<file path="src/rtl/hpim2axi4l_adp.sv">
// hpim2axi4l_adp: local CPU strobe interface to AXI4-Lite master bridge.
// Accepts single-cycle cpu_wr / cpu_rd requests and runs one AXI4-Lite
// transaction at a time. A read that arrives together with a write is
// parked in a one-deep pending slot and issued after the write completes.
// Each transaction is guarded by a timeout counter for bus-hang recovery.
// Ports:
//   aclk, areset               clock, asynchronous active-high reset
//   cpu_wr/_addr/_strb/_data   write request from the local controller
//   cpu_rd/_addr               read request from the local controller
//   cpu_busy                   transaction in flight or read pending
//   cpu_wr_done, cpu_rd_vld    one-cycle completion strobes
//   cpu_rd_data, cpu_err       read data (held) and completion status
//   aw*/w*/b*/ar*/r*           AXI4-Lite master channels
module hpim2axi4l_adp #(
  parameter int ADDR_WIDTH    = 21,
  parameter int DATA_WIDTH    = 32,
  parameter int DATA_BYTE_NUM = DATA_WIDTH/8,
  parameter int TO_WIDTH      = 8,
  parameter logic [DATA_WIDTH-1:0] ERR_DATA = 32'hDEAD_BEEF
) (
  input  logic                     aclk,
  input  logic                     areset,
  input  logic                     cpu_wr,
  input  logic [ADDR_WIDTH-1:0]    cpu_wr_addr,
  input  logic [DATA_BYTE_NUM-1:0] cpu_wr_strb,
  input  logic [DATA_WIDTH-1:0]    cpu_wr_data,
  input  logic                     cpu_rd,
  input  logic [ADDR_WIDTH-1:0]    cpu_rd_addr,
  output logic                     cpu_busy,
  output logic                     cpu_wr_done,
  output logic                     cpu_rd_vld,
  output logic [DATA_WIDTH-1:0]    cpu_rd_data,
  output logic                     cpu_err,
  output logic                     awvalid,
  output logic [ADDR_WIDTH-1:0]    awaddr,
  input  logic                     awready,
  output logic                     wvalid,
  output logic [DATA_WIDTH-1:0]    wdata,
  output logic [DATA_BYTE_NUM-1:0] wstrb,
  input  logic                     wready,
  input  logic                     bvalid,
  input  logic [1:0]               bresp,
  output logic                     bready,
  output logic                     arvalid,
  output logic [ADDR_WIDTH-1:0]    araddr,
  input  logic                     arready,
  input  logic                     rvalid,
  input  logic [DATA_WIDTH-1:0]    rdata,
  input  logic [1:0]               rresp,
  output logic                     rready
);

  typedef enum logic [4:0] {
    S_IDLE    = 5'b00001,
    S_WR_AD   = 5'b00010,
    S_WR_RESP = 5'b00100,
    S_RD_ADDR = 5'b01000,
    S_RD_DATA = 5'b10000
  } state_t;

  localparam logic [TO_WIDTH-1:0] TO_MAX = {TO_WIDTH{1'b1}};
  localparam logic [TO_WIDTH-1:0] TO_ONE = {{(TO_WIDTH-1){1'b0}}, 1'b1};

  state_t                   r_state, w_state_nxt;
  logic                     r_awvalid, w_awvalid_nxt, r_wvalid, w_wvalid_nxt;
  logic                     r_bready, w_bready_nxt, r_arvalid, w_arvalid_nxt;
  logic                     r_rready, w_rready_nxt;
  logic [ADDR_WIDTH-1:0]    r_awaddr, w_awaddr_nxt, r_araddr, w_araddr_nxt;
  logic [DATA_WIDTH-1:0]    r_wdata, w_wdata_nxt, r_rd_data, w_rd_data_nxt;
  logic [DATA_BYTE_NUM-1:0] r_wstrb, w_wstrb_nxt;
  logic                     r_pend, w_pend_nxt;
  logic [ADDR_WIDTH-1:0]    r_pend_addr, w_pend_addr_nxt;
  logic [TO_WIDTH-1:0]      r_to_cnt, w_to_cnt_nxt;
  logic                     r_wr_done, w_wr_done_nxt, r_rd_vld, w_rd_vld_nxt;
  logic                     r_err, w_err_nxt;
  logic                     w_aw_done, w_w_done, w_timeout;

  // A channel counts as done if its handshake already happened (valid dropped)
  // or is happening this cycle.
  assign w_aw_done = !r_awvalid || awready;
  assign w_w_done  = !r_wvalid  || wready;
  assign w_timeout = (r_state != S_IDLE) && (r_to_cnt == TO_MAX);

  // Next-state and next-output decode.
  always_comb begin
    w_state_nxt     = r_state;
    w_awvalid_nxt   = r_awvalid;
    w_wvalid_nxt    = r_wvalid;
    w_bready_nxt    = r_bready;
    w_arvalid_nxt   = r_arvalid;
    w_rready_nxt    = r_rready;
    w_awaddr_nxt    = r_awaddr;
    w_wdata_nxt     = r_wdata;
    w_wstrb_nxt     = r_wstrb;
    w_araddr_nxt    = r_araddr;
    w_rd_data_nxt   = r_rd_data;
    w_pend_nxt      = r_pend;
    w_pend_addr_nxt = r_pend_addr;
    w_wr_done_nxt   = 1'b0;
    w_rd_vld_nxt    = 1'b0;
    w_err_nxt       = 1'b0;
    if (r_state == S_IDLE) begin
      w_to_cnt_nxt = {TO_WIDTH{1'b0}};
    end else begin
      w_to_cnt_nxt = r_to_cnt + TO_ONE;
    end

    case (r_state)
      S_IDLE: begin
        if (r_pend) begin
          // Parked read has priority; cpu_wr/cpu_rd are ignored while busy.
          w_araddr_nxt  = r_pend_addr;
          w_arvalid_nxt = 1'b1;
          w_pend_nxt    = 1'b0;
          w_state_nxt   = S_RD_ADDR;
        end else if (cpu_wr) begin
          w_awaddr_nxt  = cpu_wr_addr;
          w_wdata_nxt   = cpu_wr_data;
          w_wstrb_nxt   = cpu_wr_strb;
          w_awvalid_nxt = 1'b1;
          w_wvalid_nxt  = 1'b1;
          w_state_nxt   = S_WR_AD;
          if (cpu_rd) begin
            w_pend_nxt      = 1'b1;
            w_pend_addr_nxt = cpu_rd_addr;
          end else begin
            w_pend_nxt      = 1'b0;
          end
        end else if (cpu_rd) begin
          w_araddr_nxt  = cpu_rd_addr;
          w_arvalid_nxt = 1'b1;
          w_state_nxt   = S_RD_ADDR;
        end else begin
          w_state_nxt   = S_IDLE;
        end
      end
      S_WR_AD: begin
        if (w_aw_done && w_w_done) begin
          w_awvalid_nxt = 1'b0;
          w_wvalid_nxt  = 1'b0;
          w_bready_nxt  = 1'b1;
          w_state_nxt   = S_WR_RESP;
        end else begin
          w_awvalid_nxt = r_awvalid && !awready;
          w_wvalid_nxt  = r_wvalid && !wready;
        end
      end
      S_WR_RESP: begin
        if (bvalid) begin
          w_bready_nxt  = 1'b0;
          w_wr_done_nxt = 1'b1;
          w_err_nxt     = (bresp != 2'b00);
          w_state_nxt   = S_IDLE;
        end else begin
          w_state_nxt   = S_WR_RESP;
        end
      end
      S_RD_ADDR: begin
        if (arready) begin
          w_arvalid_nxt = 1'b0;
          w_rready_nxt  = 1'b1;
          w_state_nxt   = S_RD_DATA;
        end else begin
          w_state_nxt   = S_RD_ADDR;
        end
      end
      S_RD_DATA: begin
        if (rvalid) begin
          w_rready_nxt  = 1'b0;
          w_rd_data_nxt = (rresp == 2'b00) ? rdata : ERR_DATA;
          w_rd_vld_nxt  = 1'b1;
          w_err_nxt     = (rresp != 2'b00);
          w_state_nxt   = S_IDLE;
        end else begin
          w_state_nxt   = S_RD_DATA;
        end
      end
      default: begin
        w_awvalid_nxt = 1'b0;
        w_wvalid_nxt  = 1'b0;
        w_bready_nxt  = 1'b0;
        w_arvalid_nxt = 1'b0;
        w_rready_nxt  = 1'b0;
        w_state_nxt   = S_IDLE;
      end
    endcase

    // Hang recovery: drop every valid/ready regardless of AXI hold rules and
    // report the stuck transaction as failed. The pending read survives.
    if (w_timeout) begin
      w_awvalid_nxt = 1'b0;
      w_wvalid_nxt  = 1'b0;
      w_bready_nxt  = 1'b0;
      w_arvalid_nxt = 1'b0;
      w_rready_nxt  = 1'b0;
      w_state_nxt   = S_IDLE;
      w_err_nxt     = 1'b1;
      if ((r_state == S_WR_AD) || (r_state == S_WR_RESP)) begin
        w_wr_done_nxt = 1'b1;
        w_rd_vld_nxt  = 1'b0;
      end else begin
        w_wr_done_nxt = 1'b0;
        w_rd_vld_nxt  = 1'b1;
        w_rd_data_nxt = ERR_DATA;
      end
    end else begin
      w_err_nxt = w_err_nxt;
    end
  end

  // State and output registers.
  always_ff @(posedge aclk or posedge areset) begin
    if (areset) begin
      r_state     <= S_IDLE;
      r_awvalid   <= 1'b0;
      r_wvalid    <= 1'b0;
      r_bready    <= 1'b0;
      r_arvalid   <= 1'b0;
      r_rready    <= 1'b0;
      r_awaddr    <= {ADDR_WIDTH{1'b0}};
      r_wdata     <= {DATA_WIDTH{1'b0}};
      r_wstrb     <= {DATA_BYTE_NUM{1'b0}};
      r_araddr    <= {ADDR_WIDTH{1'b0}};
      r_rd_data   <= {DATA_WIDTH{1'b0}};
      r_pend      <= 1'b0;
      r_pend_addr <= {ADDR_WIDTH{1'b0}};
      r_to_cnt    <= {TO_WIDTH{1'b0}};
      r_wr_done   <= 1'b0;
      r_rd_vld    <= 1'b0;
      r_err       <= 1'b0;
    end else begin
      r_state     <= w_state_nxt;
      r_awvalid   <= w_awvalid_nxt;
      r_wvalid    <= w_wvalid_nxt;
      r_bready    <= w_bready_nxt;
      r_arvalid   <= w_arvalid_nxt;
      r_rready    <= w_rready_nxt;
      r_awaddr    <= w_awaddr_nxt;
      r_wdata     <= w_wdata_nxt;
      r_wstrb     <= w_wstrb_nxt;
      r_araddr    <= w_araddr_nxt;
      r_rd_data   <= w_rd_data_nxt;
      r_pend      <= w_pend_nxt;
      r_pend_addr <= w_pend_addr_nxt;
      r_to_cnt    <= w_to_cnt_nxt;
      r_wr_done   <= w_wr_done_nxt;
      r_rd_vld    <= w_rd_vld_nxt;
      r_err       <= w_err_nxt;
    end
  end

  assign cpu_busy    = (r_state != S_IDLE) || r_pend;
  assign cpu_wr_done = r_wr_done;
  assign cpu_rd_vld  = r_rd_vld;
  assign cpu_rd_data = r_rd_data;
  assign cpu_err     = r_err;
  assign awvalid     = r_awvalid;
  assign awaddr      = r_awaddr;
  assign wvalid      = r_wvalid;
  assign wdata       = r_wdata;
  assign wstrb       = r_wstrb;
  assign bready      = r_bready;
  assign arvalid     = r_arvalid;
  assign araddr      = r_araddr;
  assign rready      = r_rready;

endmodule

</file>
<file path="config.mk">
export PLATFORM = sky130hd
export DESIGN_NAME = hpim2axi4l_adp
export DESIGN_NICKNAME = d
export VERILOG_FILES = /design/src/rtl/hpim2axi4l_adp.sv
export SDC_FILE = /design/constraint.sdc
export NUM_CORES = 1
export LEC_CHECK = 0
export ABC_AREA = 1
export ABC_CLOCK_PERIOD_IN_PS = 7350
export CAP_MARGIN = 20
export CORE_MARGIN = 3
export CORE_UTILIZATION = 45
export DETAILED_ROUTE_END_ITERATION = 7
export PLACE_DENSITY = 0.81
export SETUP_SLACK_MARGIN = 0.1
export SYNTH_ARGS = -nofsm -noshare
export SYNTH_HDL_FRONTEND = slang
export SYNTH_SLANG_ARGS = --single-unit
</file>
<file path="constraint.sdc">
create_clock -name aclk -period 7.35 [get_ports aclk]
set_input_delay 1.47 -clock aclk [delete_from_list [all_inputs] [get_ports aclk]]
set_output_delay 1.47 -clock aclk [all_outputs]
set_load 0.01 [all_outputs]
</file>
# --- Word level (Yosys, flattened, before mapping) ---
# Index checks and enable logic that the tools add are counted.
word_totals:
  in_bits: 123
  reg_bits: 153
  output_inout_bits: 119
classes:
  n_reduce_logical: 27
  muxes: 55
  n_bitwise: 1
  addsub: 1
  n_eq_ne: 20
ops:
  columns: ["op", "count"]
  rows:
  - ["$mux W32", 5]
  - ["$mux W21", 3]
  - ["$mux W1", 31]
  - ["$pmux W5 S5", 1]
  - ["$mux W5", 4]
  - ["$ne A3 B3 Y1 const B", 6]
  - ["$pmux W1 S3", 5]
  - ["$reduce_and A3 Y1", 5]
  - ["$mux W4", 3]
  - ["$reduce_or A3 Y1", 4]
  - ["$ne A2 B1 Y1 const B", 5]
  - ["$add A8 B1 Y8 const B", 1]
  - ["$eq A8 B8 Y1 const B", 1]
  - ["$mux W8", 1]
  - ["$ne A4 B4 Y1 const B", 2]
  - ["$reduce_and A4 Y1", 2]
  - ["$reduce_bool A2 Y1", 3]
  - ["$eq A5 B1 Y1 const B", 1]
  - ["$eq A5 B2 Y1 const B", 1]
  - ["$eq A5 B3 Y1 const B", 1]
  - ["$eq A5 B4 Y1 const B", 1]
  - ["$eq A5 B5 Y1 const B", 1]
  - ["$ne A5 B1 Y1 const B", 1]
  - ["$logic_and A1 B1 Y1", 4]
  - ["6 further kinds", 12]

# --- Depth between registers and ports, before layout ---
# Gate-level depths: netlist of run 1.
logic_depth:
  ltp_word: 6
  ltp_mapped: 11
  mapped_depth_nobuf: 10

# --- Worst setup path before layout of run 1 ---
# OpenSTA, ideal clock, no wires.
synth_path:
  path_type: "register to output"
  from: "register r_state[0]"
  to: "output port cpu_busy"
  n_path_buf: 1
  slack_ns: 4.789
  stages_incl_launch_ff: 5
  required_time_ns: 5.880
  arrival_time_ns: 1.091
  path_cell_list: "dfstp_2 nand3_1 nor2_2 buf_2 nand2_1"
synth_between:
  elab_chain_len: 2
synth_rtl:
  columns: ["element", "line", "text"]
  rows:
  - ["start: declaration", "64", "state_t r_state, w_state_nxt;"]
  - ["start signal: assignment", "232", "r_state <= w_state_nxt;"]
  - ["$ne A5 B1 Y1", "252", "assign cpu_busy = (r_state != S_IDLE) || r_pend;"]
  - ["$logic_or A1 B1 Y1", "252", null]
  - ["end: declaration", "29", "output logic cpu_busy,"]
# No other way between the ends.

# --- Worst setup path in the final report of run 1 ---
layout_path:
  from: "register r_pend"
  to: "output port cpu_busy"
layout_between:
  elab_chain_len: 1
layout_rtl:
  columns: ["element", "line", "text"]
  rows:
  - ["start: declaration", "71", "logic r_pend, w_pend_nxt;"]
  - ["start signal: assignment", "243", "r_pend <= w_pend_nxt;"]
  - ["$logic_or A1 B1 Y1", "252", null]
# No other way between the ends.

==> results of run 1 <==
where the power goes:
group	switching (mW)	total [mW]	leakage, nW	internal, mW
Sequential	0.221	1.42	1.84	1.20
Clock	0.340	0.882	0.286	0.542
Combinational	0.781	1.56	2.36	0.779
Total	1.34	3.86	4.48	2.52
cell usage in the layout (no fill, tap or decap), drive strengths merged:
cell / instances
a21oi: 39
a31oi: 23
buf: 3
bufinv: 3
clkbuf: 20
clkdlybuf4s50: 241
clkinv: 6
clkinvlp: 3
dfrtp: 152
dfstp: 1
ha: 1
inv: 35
nand2: 323
nand3: 56
nand3b: 1
nand4: 6
nor2: 68
nor3: 5
o21ai: 11
o221ai: 1
o22ai: 1
worst paths after layout:
check / endpoint / slack, ns
setup / recovery: cpu_busy / 3.07
hold / removal: r_to_cnt[0] / 0.46
setup reg to reg: r_pend_addr[12] / 4.31
hold reg to reg: r_to_cnt[0] / 0.46
max in group asynchronous: arvalid / 4.42
min in group asynchronous: cpu_rd_data[2] / 1.59
sequential cells by signal, indices dropped and copies added (netlist names):
signal       count
wstrb            4
cpu_rd_vld       1
cpu_rd_data     32
wdata           32
awaddr          21
cpu_wr_done      1
r_state          5
cpu_err          1
araddr          21
rready           1
r_to_cnt         8
arvalid          1
r_pend           1
wvalid           1
r_pend_addr     21
awvalid          1
bready           1
worst max-delay path, cell delays in order, from the launching register on:
cell	delay [ns]
sky130_fd_sc_hd__dfrtp_1	0.93
sky130_fd_sc_hd__inv_1	0.67
sky130_fd_sc_hd__nand2_1	0.24
sky130_fd_sc_hd__clkdlybuf4s50_1	0.56
stage by stage:
step,cell area [um^2],utilization,std cells,setup WS (ns)
CTS,9540,0.682,1179,3.04
floorplan,6490,-,761,1.76
finish,9540,0.682,1179,3.07
global placement,8940,0.639,1147,3.26
global route,9540,0.682,1179,2.90
detailed placement,8940,0.639,1147,3.18
cell families after synthesis:
logic type | Yosys count | share of synthesized area
flip-flops | 153 | 0.590
adder cells (fa/ha/maj) | 1 | 0.00193
AND/OR/NAND/NOR | 459 | 0.291
AO/OA/AOI/OAI | 75 | 0.0640
buffers and inverters | 73 | 0.0532
final cells by class:
cell class / count / area [um^2] / area share
Timing Repair Buffer: 244 / 2430 / 0.255
Multi-Input combinational cell: 535 / 2310 / 0.243
Clock buffer: 20 / 447 / 0.0468
Sequential cell: 153 / 3830 / 0.402
Inverter: 35 / 136 / 0.0143
Tap cell: 180 / 225 / 0.0236
Clock inverter: 12 / 150 / 0.0157
metal layers:
layer | up-vias | share of wire
met5 | - | 0
met4 | 0 | 0.012
met3 | 19 | 0.094
met2 | 246 | 0.48
met1 | 2754 | 0.41
li1 | 2872 | -
==> results_tabular.tex, run 1 <==
\begin{tabular}{lr}
\hline
Metric & Value \\
\hline
\multicolumn{2}{l}{\textbf{Power and ir drop}} \\
Total power after layout & a little under 4 mW \\
Power density over the cells & between 400 and 500 nW/um\^{}2 \\
Peak supply drop & 0.000241 V \\
Pleak & approximately 4.5 nW \\
\multicolumn{2}{l}{\textbf{GRT}} \\
Global Route met3 Usage & 0.0814 \\
Most congested layer reported by global routing & met2 \\
Global-route usage over all layers & 0.229 \\
Via count of the first global-routing pass & 5852 \\
Maximum number of pins on one net before global-route repair & 97 \\
Overflow after GRT & 0 \\
Antenna violations before repair & 0 \\
Global-route wire length before repair & 29400 um \\
Met1 Usage GRT & 0.280 \\
Met2 GRT Util & 0.382 \\
\multicolumn{2}{l}{\textbf{Routing}} \\
Count of TritonRoute iterations in the first routing pass & 5 \\
DRT Wirelength & approximately 18000 um \\
Initial DRC count & 365 \\
Via Count & 5891 \\
Post-route DRC & 0 \\
Routed wire per std cell & $\sim$15 um \\
Antenna violation net count after detailed routing & 0 \\
Ratio of routed vias to standard cells & around 5.0 \\
\multicolumn{2}{l}{\textbf{Timing}} \\
Setup repair after global routing missed its margin & no \\
Final-report hold violation count & 0 \\
Achievable Freq & between 200 and 250 MHz \\
Number of setup violations in the final report & 0 \\
Min Clock Period, post-route & 4.28 ns \\
Summed negative setup slack over all endpoints & 0 ns \\
Post-route fraction of the period consumed by the critical path & 0.582 \\
Final Hold Slack & 0.458 ns \\
Actual slew at the worst max-slew pin & 0.996 ns \\
Final worst clock skew & $\sim$0.010 ns \\
Remaining max-slew budget at the tightest pin & 0.336 \\
Max Transition Viols Final & 0 \\
\multicolumn{2}{l}{\textbf{Worst setup path}} \\
Critical setup path kind & flip-flop to output pin \\
Type of element capturing the critical path & output pin \\
Crit path arrival time & 2.81 ns \\
Maximum fanout along the worst path & 24 \\
CP Launch Point & r\_pend \\
Reg-to-Reg Start & r\_pend \\
Critical Path Start Type & flip-flop \\
Data required time at the worst endpoint & 5.88 ns \\
Depth of the most critical reg-to-reg path & 6 \\
\multicolumn{2}{l}{\textbf{Place}} \\
IO buf count & 241 \\
Final weighted congestion in routability-driven placement & 0.883 \\
Post-DP HPWL & 12200 um \\
\multicolumn{2}{l}{\textbf{Yosys}} \\
Post-synthesis instance total & 761 \\
EDFF count, synth & 0 \\
Share of async-settable or async-resettable flops after synthesis & 1.00 \\
Leading register cell type out of synthesis & sky130\_fd\_sc\_hd\_\_dfrtp\_1 \\
Synth Area per Inst & 8.53 um\^{}2 \\
Post-synth design cell area & 6490 um\^{}2 \\
Number of warnings issued by yosys & 0 \\
Number of distinct library cells after synthesis & 26 \\
Largest area contributor in the synthesized netlist & sky130\_fd\_sc\_hd\_\_dfrtp\_1 \\
Total nets after synthesis & a little under 900 \\
Synth top cells by count & 321 x sky130\_fd\_sc\_hd\_\_nand2\_1, 152 x sky130\_fd\_sc\_hd\_\_dfrtp\_1, 63 x sky130\_fd\_sc\_hd\_\_nor2\_1 \\
Cell types occupying the most area after synthesis & sky130\_fd\_sc\_hd\_\_dfrtp\_1 59\%, sky130\_fd\_sc\_hd\_\_nand2\_1 19\%, sky130\_fd\_sc\_hd\_\_nand3\_1 4.3\% \\
Fraction of the yosys area taken by sequential cells & 0.590 \\
Yosys top cell area share & 0.586 \\
Number of storage elements in the synthesis netlist & 153 \\
Most numerous cell in the Yosys netlist & sky130\_fd\_sc\_hd\_\_nand2\_1 \\
\multicolumn{2}{l}{\textbf{Floorplan}} \\
Die Span X & 126 um \\
Chip height & 126 um \\
Starting density of the core & 0.464 \\
Number of ports placed on the die boundary & between 200 and 250 \\
Die ar. & 15900 um\^{}2 \\
Core region area & 14000 um\^{}2 \\
Rows & 43 \\
\multicolumn{2}{l}{\textbf{CTS}} \\
Number of buffers added by the clock tree synthesis step & 17 \\
Worst-Skew Late Latency & approximately 0.42 ns \\
Number of sinks on the clock net & 153 \\
Buffer cell driving the clock tree root & sky130\_fd\_sc\_hd\_\_clkbuf\_16 \\
CTS clk-pin slew, worst paths & 0.06 ns \\
H-Tree Level Count & 4 \\
CTS tree & yes \\
Setup fix buffers added after clock tree synthesis & 0 \\
Buffer depth of the longest clock path & 2 \\
Post-cts hold buffer count & 0 \\
CTS-repair resized insts & 0 \\
\multicolumn{2}{l}{\textbf{Final layout}} \\
Area growth from synthesis to final layout & 47.0\% \\
Ratio of cells with drive above 1 in the final layout & 0.0511 \\
Fill cell count & 1155 \\
N\_diodes & 0 \\
Post-layout nets & between 1000 and 1500 \\
\multicolumn{2}{l}{\textbf{Min path}} \\
Class of the most critical hold timing path & flip-flop to flip-flop \\
Count of cells along the worst hold path & 1 \\
Source of the worst hold timing path & r\_to\_cnt[0] \\
\multicolumn{2}{l}{\textbf{Flow run}} \\
Maxcap violations & 0 \\
\multicolumn{2}{l}{\textbf{Run status}} \\
Status & finished, final reports clean \\
\hline
\end{tabular}
No activity file was read; power rests on OpenSTA's default activity.
==> run 2, diff against run 1 <==
--- a/config.mk
+++ b/config.mk
@@ -6,12 +6,12 @@
 export NUM_CORES = 1
 export LEC_CHECK = 0
 export ABC_AREA = 1
-export ABC_CLOCK_PERIOD_IN_PS = 7350
+export ABC_CLOCK_PERIOD_IN_PS = 3500
 export CAP_MARGIN = 20
 export CORE_MARGIN = 3
-export CORE_UTILIZATION = 45
+export CORE_UTILIZATION = 40
 export DETAILED_ROUTE_END_ITERATION = 7
-export PLACE_DENSITY = 0.81
+export PLACE_DENSITY = 0.76
 export SETUP_SLACK_MARGIN = 0.1
 export SYNTH_ARGS = -nofsm -noshare
 export SYNTH_HDL_FRONTEND = slang
==> constraint.sdc (replaced) <==
create_clock -name aclk -period 3.5 [get_ports aclk]
set_input_delay 0.7 -clock aclk [delete_from_list [all_inputs] [get_ports aclk]]
set_output_delay 0.7 -clock aclk [all_outputs]
set_load 0.01 [all_outputs]
==> run 2 against run 1 <==
  * Die area increased by 12%
  * Wire length increased by 1.1%
  * Sequential power increased by 110%
  * Final cell count increased by 3.2%
  * Final area increased by 1.4%
  * First-iteration DRC count decreased by 13%
  * Critical path depth increased by 3
  * Combinational power increased by 110%
  * Setup slack got worse by 2.3 ns
  * Flip-flop and latch count unchanged
  * Non-clock buffer count increased by 8
  * Register-to-register slack got worse by 3.0 ns
==> results_tabular.tex, run 2 (synthesis results as in run 1) <==
\begin{tabular}{lr}
\hline
Metric & Value \\
\hline
\multicolumn{2}{l}{\textbf{Worst setup path}} \\
Depth of the most critical reg-to-reg path & 6 (unchanged) \\
Critical-path top delay cell & sky130\_fd\_sc\_hd\_\_clkdlybuf4s50\_1 (was sky130\_fd\_sc\_hd\_\_dfrtp\_1) \\
Type of element capturing the critical path & output pin (unchanged) \\
Critical setup path kind & flip-flop to output pin (unchanged) \\
Data required time at the worst endpoint & 2.80 ns (was 5.88 ns) \\
Capturing point of the worst reg2reg path & r\_state[1] (was r\_pend\_addr[12]) \\
Reg-to-Reg Start & r\_pend (unchanged) \\
Crit path arrival time & 1.99 ns (was 2.81 ns) \\
Delay of the slowest cell on the worst path & 0.48 ns (was 0.93 ns) \\
Maximum fanout along the worst path & 13 (was 24) \\
CP Launch Point & r\_state[4] (was r\_pend) \\
Number of gates on the worst path with buffers counted & 6 (was 3) \\
Top cell family by delay on the critical path & buffers and inverters (unchanged) \\
Critical Path Sink & cpu\_busy (unchanged) \\
Worst path bufs/invs & 3 (was 2) \\
Cell-by-cell trace of the critical path & inv\_2 > nand3\_1 > nor2\_2 > buf\_4 > nand2\_1 > clkdlybuf4s50\_1 (was inv\_1 > nand2\_1 > clkdlybuf4s50\_1) \\
R2r setup slk & 1.31 ns (was 4.31 ns) \\
Critical Path Start Type & flip-flop (unchanged) \\
\multicolumn{2}{l}{\textbf{Floorplan}} \\
Number of ports placed on the die boundary & 242 (unchanged) \\
Starting density of the core & 0.418 (was 0.464) \\
Chip height & 133 um (was 126 um) \\
Core region area & 15500 um\^{}2 (was 14000 um\^{}2) \\
Rows & 45 (was 43) \\
Die ar. & 17800 um\^{}2 (was 15900 um\^{}2) \\
Die Span X & 133 um (was 126 um) \\
\multicolumn{2}{l}{\textbf{CTS}} \\
Number of sinks on the clock net & 153 (unchanged) \\
CTS clk-pin slew, worst paths & 0.06 ns (about the same) \\
Number of buffers added by the clock tree synthesis step & 17 (unchanged) \\
Post-cts hold buffer count & 0 (unchanged) \\
Setup fix buffers added after clock tree synthesis & 0 (unchanged) \\
CTS tree & yes (unchanged) \\
Worst-Skew Late Latency & 0.42 ns (about the same) \\
Buffer depth of the longest clock path & 2 (unchanged) \\
H-Tree Level Count & 4 (unchanged) \\
CTS-repair resized insts & 0 (unchanged) \\
Buffer cell driving the clock tree root & sky130\_fd\_sc\_hd\_\_clkbuf\_16 (unchanged) \\
\multicolumn{2}{l}{\textbf{Final layout}} \\
Ratio of cells with drive above 1 in the final layout & 0.0567 (was 0.0511) \\
Post-layout nets & 1118 (was 1110) \\
N\_diodes & 0 (unchanged) \\
Finished Cell Area & 9670 um\^{}2 (was 9540 um\^{}2) \\
Final core utilization & 0.622 (was 0.682) \\
Most frequent standard cell in the layout excluding fill and tap cells & sky130\_fd\_sc\_hd\_\_nand2\_1 (unchanged) \\
Area growth from synthesis to final layout & 49.0\% (was 47.0\%) \\
Most frequent cells in the layout & 321 x sky130\_fd\_sc\_hd\_\_nand2\_1, 241 x sky130\_fd\_sc\_hd\_\_clkdlybuf4s50\_1, 152 x sky130\_fd\_sc\_hd\_\_dfrtp\_1 (unchanged) \\
Area used by multi-input combinational logic & 2310 um\^{}2 (unchanged) \\
Register Area & 3830 um\^{}2 (unchanged) \\
Fill cell count & 1338 (was 1155) \\
\multicolumn{2}{l}{\textbf{Timing}} \\
Achievable Freq & 372 MHz \\
Remaining max-slew budget at the tightest pin & 0.336 (about the same) \\
Final worst clock skew & 0.00735 ns (was 0.0103 ns) \\
Setup repair after global routing missed its margin & no (unchanged) \\
Final-report hold violation count & 0 (unchanged) \\
Post-route fraction of the period consumed by the critical path & 0.769 \\
Number of setup violations in the final report & 0 (unchanged) \\
Summed negative setup slack over all endpoints & 0 ns (unchanged) \\
Min Clock Period, post-route & approximately 2.7 ns \\
Actual slew at the worst max-slew pin & 0.994 ns (was 0.996 ns) \\
Max Transition Viols Final & 0 (unchanged) \\
\multicolumn{2}{l}{\textbf{Routing}} \\
Via Count & 5819 (was 5891) \\
Initial DRC count & 316 (was 365) \\
Antenna violation net count after detailed routing & 0 (unchanged) \\
Post-route DRC & 0 (unchanged) \\
Routed wire per std cell & 14.9 um (was 15.3 um) \\
Ratio of routed vias to standard cells & 4.78 (was 5.00) \\
DRT Wirelength & 18200 um (was 18000 um) \\
Count of TritonRoute iterations in the first routing pass & 4 (was 5) \\
\multicolumn{2}{l}{\textbf{GRT}} \\
Global-route usage over all layers & 0.208 (was 0.229) \\
Maximum number of pins on one net before global-route repair & 71 (was 97) \\
Overflow after GRT & 0 (unchanged) \\
Global-route wire length before repair & 29500 um (was 29400 um) \\
Antenna violations before repair & 0 (unchanged) \\
Via count of the first global-routing pass & 5712 (was 5852) \\
\multicolumn{2}{l}{\textbf{Power and ir drop}} \\
Power density over the cells & 845 nW/um\^{}2 (was 405 nW/um\^{}2) \\
Pleak & 4.53 nW (was 4.48 nW) \\
Clock network fraction of total power & 0.231 (was 0.228) \\
Part of the power in combinational logic & 0.407 (was 0.404) \\
Sequential group share of total power & 0.363 (was 0.368) \\
Peak supply drop & 0.000464 V (was 0.000241 V) \\
Internal portion of total power & 5.38 mW (was 2.52 mW) \\
Switch share & 0.342 (was 0.348) \\
Switching power total & 2.79 mW (was 1.34 mW) \\
\multicolumn{2}{l}{\textbf{Place}} \\
IO buf count & 241 (unchanged) \\
Final weighted congestion in routability-driven placement & 0.863 (was 0.883) \\
Post-DP Area & 9060 um\^{}2 (was 8940 um\^{}2) \\
Post-DP HPWL & 12600 um (was 12200 um) \\
\multicolumn{2}{l}{\textbf{Min path}} \\
Class of the most critical hold timing path & flip-flop to flip-flop (unchanged) \\
\multicolumn{2}{l}{\textbf{Flow run}} \\
Maxcap violations & 0 (unchanged) \\
\multicolumn{2}{l}{\textbf{Run status}} \\
Status & finished, final reports clean (unchanged) \\
\hline
\end{tabular}
run 2: cell count changes in the layout (fill, tap and decap cells not counted), sizes merged:
cell / previous run / this run
clkinv: 6 / 2
clkbuf: 20 / 24
buf: 3 / 11
inv: 35 / 34
run 2: through the flow:
| step | setup WS (ns) | power [mW] | std cells | hold slack [ns] |
|---|---|---|---|---|
| 2_1_floorplan | 0.870 | 4.60 | 761 | 0.433 |
| 3_3_place_gp | 0.742 | 6.27 | 1186 | 0.448 |
| 3_5_place_dp | 0.715 | 6.35 | 1186 | 0.454 |
| 4_1_cts | 0.774 | 8.26 | 1217 | 0.461 |
| 5_1_grt | 0.682 | 8.75 | 1217 | 0.468 |
| 6_report | 0.810 | 8.17 | 1217 | 0.458 |
run 2: final cells by class:
class,count,share of cell area
Tap cell,211,0.0273
Multi-Input combinational cell,535,0.239
Sequential cell,153,0.396
Inverter,35,0.0140
Clock inverter,7,0.0119
Clock buffer,24,0.0509
Timing Repair Buffer,252,0.261
run 2: per-layer routing:
layer | share of wire | GRT usage | routed length, um | vias up
met1 | 0.41 | 0.249 | 7520 | 2700
met4 | 0.012 | 0.0651 | 222 | 0
met3 | 0.11 | 0.0948 | 1920 | 19
met5 | 0 | 0 | 0 | -
met2 | 0.47 | 0.337 | 8520 | 218
li1 | - | - | - | 2882
run 2: worst min path at each step:
stage / from / to / cells past startpoint
finish: r_to_cnt[0] / r_to_cnt[0] / 1
global route: r_to_cnt[0] / r_to_cnt[0] / 1
detailed placement: r_to_cnt[0] / r_to_cnt[0] / 1
floorplan: r_to_cnt[0] / r_to_cnt[0] / 1
CTS: r_to_cnt[0] / r_to_cnt[0] / 1
global placement: r_to_cnt[0] / r_to_cnt[0] / 1
run 2: worst reg2reg max path, cell delays in order (launching register included):
cell and delay [ns]:
sky130_fd_sc_hd__dfrtp_1 0.56, sky130_fd_sc_hd__nor2_1 0.13, sky130_fd_sc_hd__inv_1 0.14, sky130_fd_sc_hd__nor2_4 0.05, sky130_fd_sc_hd__buf_4 0.21, sky130_fd_sc_hd__inv_2 0.74
sky130_fd_sc_hd__o21ai_0 0.19
run 2: power by group through the flow:
stage / Combinational (mW) / Clock [mW] / Sequential (mW)
2_1_floorplan: 1.41 / 0 / 3.20
3_3_place_gp: 3.31 / 0 / 2.96
3_5_place_dp: 3.37 / 0 / 2.97
4_1_cts: 3.38 / 1.92 / 2.97
5_1_grt: 3.69 / 2.00 / 3.06
6_report: 3.32 / 1.88 / 2.96
==> run 3, diff against run 2 <==
--- a/config.mk
+++ b/config.mk
@@ -6,12 +6,12 @@
 export NUM_CORES = 1
 export LEC_CHECK = 0
 export ABC_AREA = 1
-export ABC_CLOCK_PERIOD_IN_PS = 3500
+export ABC_CLOCK_PERIOD_IN_PS = 2800
 export CAP_MARGIN = 20
 export CORE_MARGIN = 3
-export CORE_UTILIZATION = 40
+export CORE_UTILIZATION = 45
 export DETAILED_ROUTE_END_ITERATION = 7
-export PLACE_DENSITY = 0.76
+export PLACE_DENSITY = 0.81
 export SETUP_SLACK_MARGIN = 0.1
 export SYNTH_ARGS = -nofsm -noshare
 export SYNTH_HDL_FRONTEND = slang
==> constraint.sdc (replaced) <==
create_clock -name aclk -period 2.8 [get_ports aclk]
set_input_delay 0.56 -clock aclk [delete_from_list [all_inputs] [get_ports aclk]]
set_output_delay 0.56 -clock aclk [all_outputs]
set_load 0.01 [all_outputs]
==> run 3 against run 2 <==
  * Wire length is 0.42% lower
  * Critical path depth down 1
  * Sequential power up 25%
  * Clock power increased by 23%
  * Critical endpoint unchanged
  * Largest cell class unchanged
==> results_tabular.tex, run 3 (synthesis results as in run 1) <==
\begin{tabular}{lr}
\hline
Metric & Value \\
\hline
\multicolumn{2}{l}{\textbf{Timing}} \\
Final-report hold violation count & 0 (unchanged) \\
Summed negative setup slack over all endpoints & 0 ns (unchanged) \\
Max Transition Viols Final & 0 (unchanged) \\
Number of setup violations in the final report & 0 (unchanged) \\
Min Clock Period, post-route & 2.54 ns \\
Setup repair after global routing missed its margin & no (unchanged) \\
Remaining max-slew budget at the tightest pin & 0.365 (was 0.336) \\
Achievable Freq & 393 MHz \\
Actual slew at the worst max-slew pin & 0.953 ns (was 0.994 ns) \\
Post-route fraction of the period consumed by the critical path & 0.908 \\
Final worst clock skew & 0.00611 ns (was 0.00735 ns) \\
\multicolumn{2}{l}{\textbf{Worst setup path}} \\
Critical-path top delay cell & sky130\_fd\_sc\_hd\_\_clkdlybuf4s50\_1 (unchanged) \\
Data required time at the worst endpoint & 2.24 ns (was 2.80 ns) \\
Crit path arrival time & 1.98 ns (was 1.99 ns) \\
Delay of the slowest cell on the worst path & 0.48 ns (about the same) \\
Critical setup path kind & flip-flop to output pin (unchanged) \\
R2r setup slk & 0.70 ns (was 1.31 ns) \\
Cell-by-cell trace of the critical path & inv\_2 > nand3\_1 > nor2\_4 > nand2\_1 > clkdlybuf4s50\_1 (was inv\_2 > nand3\_1 > nor2\_2 > buf\_4 > nand2\_1 > clkdlybuf4s50\_1) \\
Type of element capturing the critical path & output pin (unchanged) \\
Critical Path Start Type & flip-flop (unchanged) \\
Maximum fanout along the worst path & 10 (was 13) \\
\multicolumn{2}{l}{\textbf{Power and ir drop}} \\
Total power after layout & 10.2 mW (was 8.17 mW) \\
Power density over the cells & 1060 nW/um\^{}2 (was 845 nW/um\^{}2) \\
Pleak & 4.55 nW (was 4.53 nW) \\
Peak supply drop & 0.000752 V (was 0.000464 V) \\
\multicolumn{2}{l}{\textbf{CTS}} \\
CTS tree & yes (unchanged) \\
CTS clk-pin slew, worst paths & 0.06 ns (about the same) \\
Buffer depth of the longest clock path & 2 (unchanged) \\
Worst-Skew Late Latency & 0.41 ns (was 0.42 ns) \\
Number of buffers added by the clock tree synthesis step & 17 (unchanged) \\
Number of sinks on the clock net & 153 (unchanged) \\
Buffer cell driving the clock tree root & sky130\_fd\_sc\_hd\_\_clkbuf\_16 (unchanged) \\
Setup fix buffers added after clock tree synthesis & 0 (unchanged) \\
H-Tree Level Count & 4 (unchanged) \\
\multicolumn{2}{l}{\textbf{Run status}} \\
Status & finished, final reports clean (unchanged) \\
\multicolumn{2}{l}{\textbf{Routing}} \\
Count of TritonRoute iterations in the first routing pass & 5 (was 4) \\
DRT Wirelength & 18100 um (was 18200 um) \\
Routed wire per std cell & 15.2 um (was 14.9 um) \\
Ratio of routed vias to standard cells & 4.97 (was 4.78) \\
Initial DRC count & 380 (was 316) \\
Post-route DRC & 0 (unchanged) \\
Via Count & 5925 (was 5819) \\
Antenna violation net count after detailed routing & 0 (unchanged) \\
\multicolumn{2}{l}{\textbf{Flow run}} \\
Maxcap violations & 0 (unchanged) \\
\multicolumn{2}{l}{\textbf{Place}} \\
Final weighted congestion in routability-driven placement & 0.831 (was 0.863) \\
IO buf count & 241 (unchanged) \\
Post-DP Area & 9050 um\^{}2 (was 9060 um\^{}2) \\
Post-DP HPWL & 12800 um (was 12600 um) \\
\multicolumn{2}{l}{\textbf{GRT}} \\
Global-route usage over all layers & 0.232 (was 0.208) \\
Global-route wire length before repair & 29700 um (was 29500 um) \\
Maximum number of pins on one net before global-route repair & 66 (was 71) \\
Via count of the first global-routing pass & 6004 (was 5712) \\
Antenna violations before repair & 0 (unchanged) \\
Overflow after GRT & 0 (unchanged) \\
\multicolumn{2}{l}{\textbf{Final layout}} \\
Most frequent cells in the layout & 321 x sky130\_fd\_sc\_hd\_\_nand2\_1, 241 x sky130\_fd\_sc\_hd\_\_clkdlybuf4s50\_1, 152 x sky130\_fd\_sc\_hd\_\_dfrtp\_1 (unchanged) \\
Fill cell count & 1132 (was 1338) \\
Post-layout nets & 1122 (was 1118) \\
Ratio of cells with drive above 1 in the final layout & 0.0623 (was 0.0567) \\
Area growth from synthesis to final layout & 48.8\% (was 49.0\%) \\
Finished Cell Area & 9650 um\^{}2 (was 9670 um\^{}2) \\
Most frequent standard cell in the layout excluding fill and tap cells & sky130\_fd\_sc\_hd\_\_nand2\_1 (unchanged) \\
N\_diodes & 0 (unchanged) \\
\multicolumn{2}{l}{\textbf{Floorplan}} \\
Rows & 43 (was 45) \\
Number of ports placed on the die boundary & 242 (unchanged) \\
Die ar. & 15900 um\^{}2 (was 17800 um\^{}2) \\
Chip height & 126 um (was 133 um) \\
Die Span X & 126 um (was 133 um) \\
Starting density of the core & 0.464 (was 0.418) \\
Core region area & 14000 um\^{}2 (was 15500 um\^{}2) \\
\multicolumn{2}{l}{\textbf{Min path}} \\
Class of the most critical hold timing path & input port to async pin (was flip-flop to flip-flop) \\
\hline
\end{tabular}
## run 3: cell count changes in the layout (fill, tap and decap cells not counted), sizes merged
| cell | previous run | this run |
|---|---|---|
| buf | 11 | 15 |
| clkbuf | 24 | 20 |
| clkinv | 2 | 7 |
| clkinvlp | 3 | 2 |
| inv | 34 | 35 |
## run 3: report_power, final
part,internal [mW],switching (mW),leakage [nW],total [mW]
logic,2.12,2.09,2.42,4.20
registers,3.15,0.559,1.84,3.71
clock network,1.42,0.888,0.294,2.31
## run 3: area by class of cell
| class | count | area, um^2 | share of cell area |
|---|---|---|---|
| Clock buffer | 20 | 447 | 0.0463 |
| Tap cell | 180 | 225 | 0.0233 |
| Sequential cell | 153 | 3830 | 0.397 |
| Inverter | 35 | 135 | 0.0140 |
| Multi-Input combinational cell | 535 | 2320 | 0.240 |
| Timing Repair Buffer | 256 | 2550 | 0.264 |
| Clock inverter | 12 | 149 | 0.0154 |
## run 3: final timing paths
path,from,end,cells past startpoint
worst max-delay path,r_state[4],cpu_busy,5
worst min-delay path,areset,araddr[20],2
worst max register to register,r_state[4],araddr[11],9
worst min register to register,r_pend_addr[15],r_pend_addr[15],2
max in group asynchronous,areset,cpu_rd_data[8],3
min in group aclk,r_pend_addr[15],r_pend_addr[15],2
## run 3: per-layer routing
| layer | vias to the layer above | GRT usage | part of all wire |
|---|---|---|---|
| met4 | 0 | 0.0770 | 0.018 |
| met3 | 25 | 0.0827 | 0.093 |
| met1 | 2757 | 0.283 | 0.41 |
| met2 | 254 | 0.386 | 0.48 |
| met5 | - | 0 | 0 |
| li1 | 2889 | - | - |
## run 3: repair_timing
item	in CTS	in global routing
resized for setup	0	1
hold buffers	0	0
setup endpoints to repair	0	1
## run 3: metrics by stage
step	hold WS [ns]	std cells	util	setup slack [ns]
6_report	0.385	1191	0.690	0.257
3_5_place_dp	0.458	1159	0.647	0.411
5_1_grt	0.377	1191	0.690	0.143
3_3_place_gp	0.449	1159	0.647	0.430
2_1_floorplan	0.433	761	-	0.310
4_1_cts	0.372	1191	0.690	0.176
## run 3: critical path: cells and delay by family, from the launching register on
| family | cells | cell delay, ns |
|---|---|---|
| and+or+nand+nor | 3 | 0.45 |
| DFF | 1 | 0.43 |
| buffers and inverters | 2 | 0.68 |
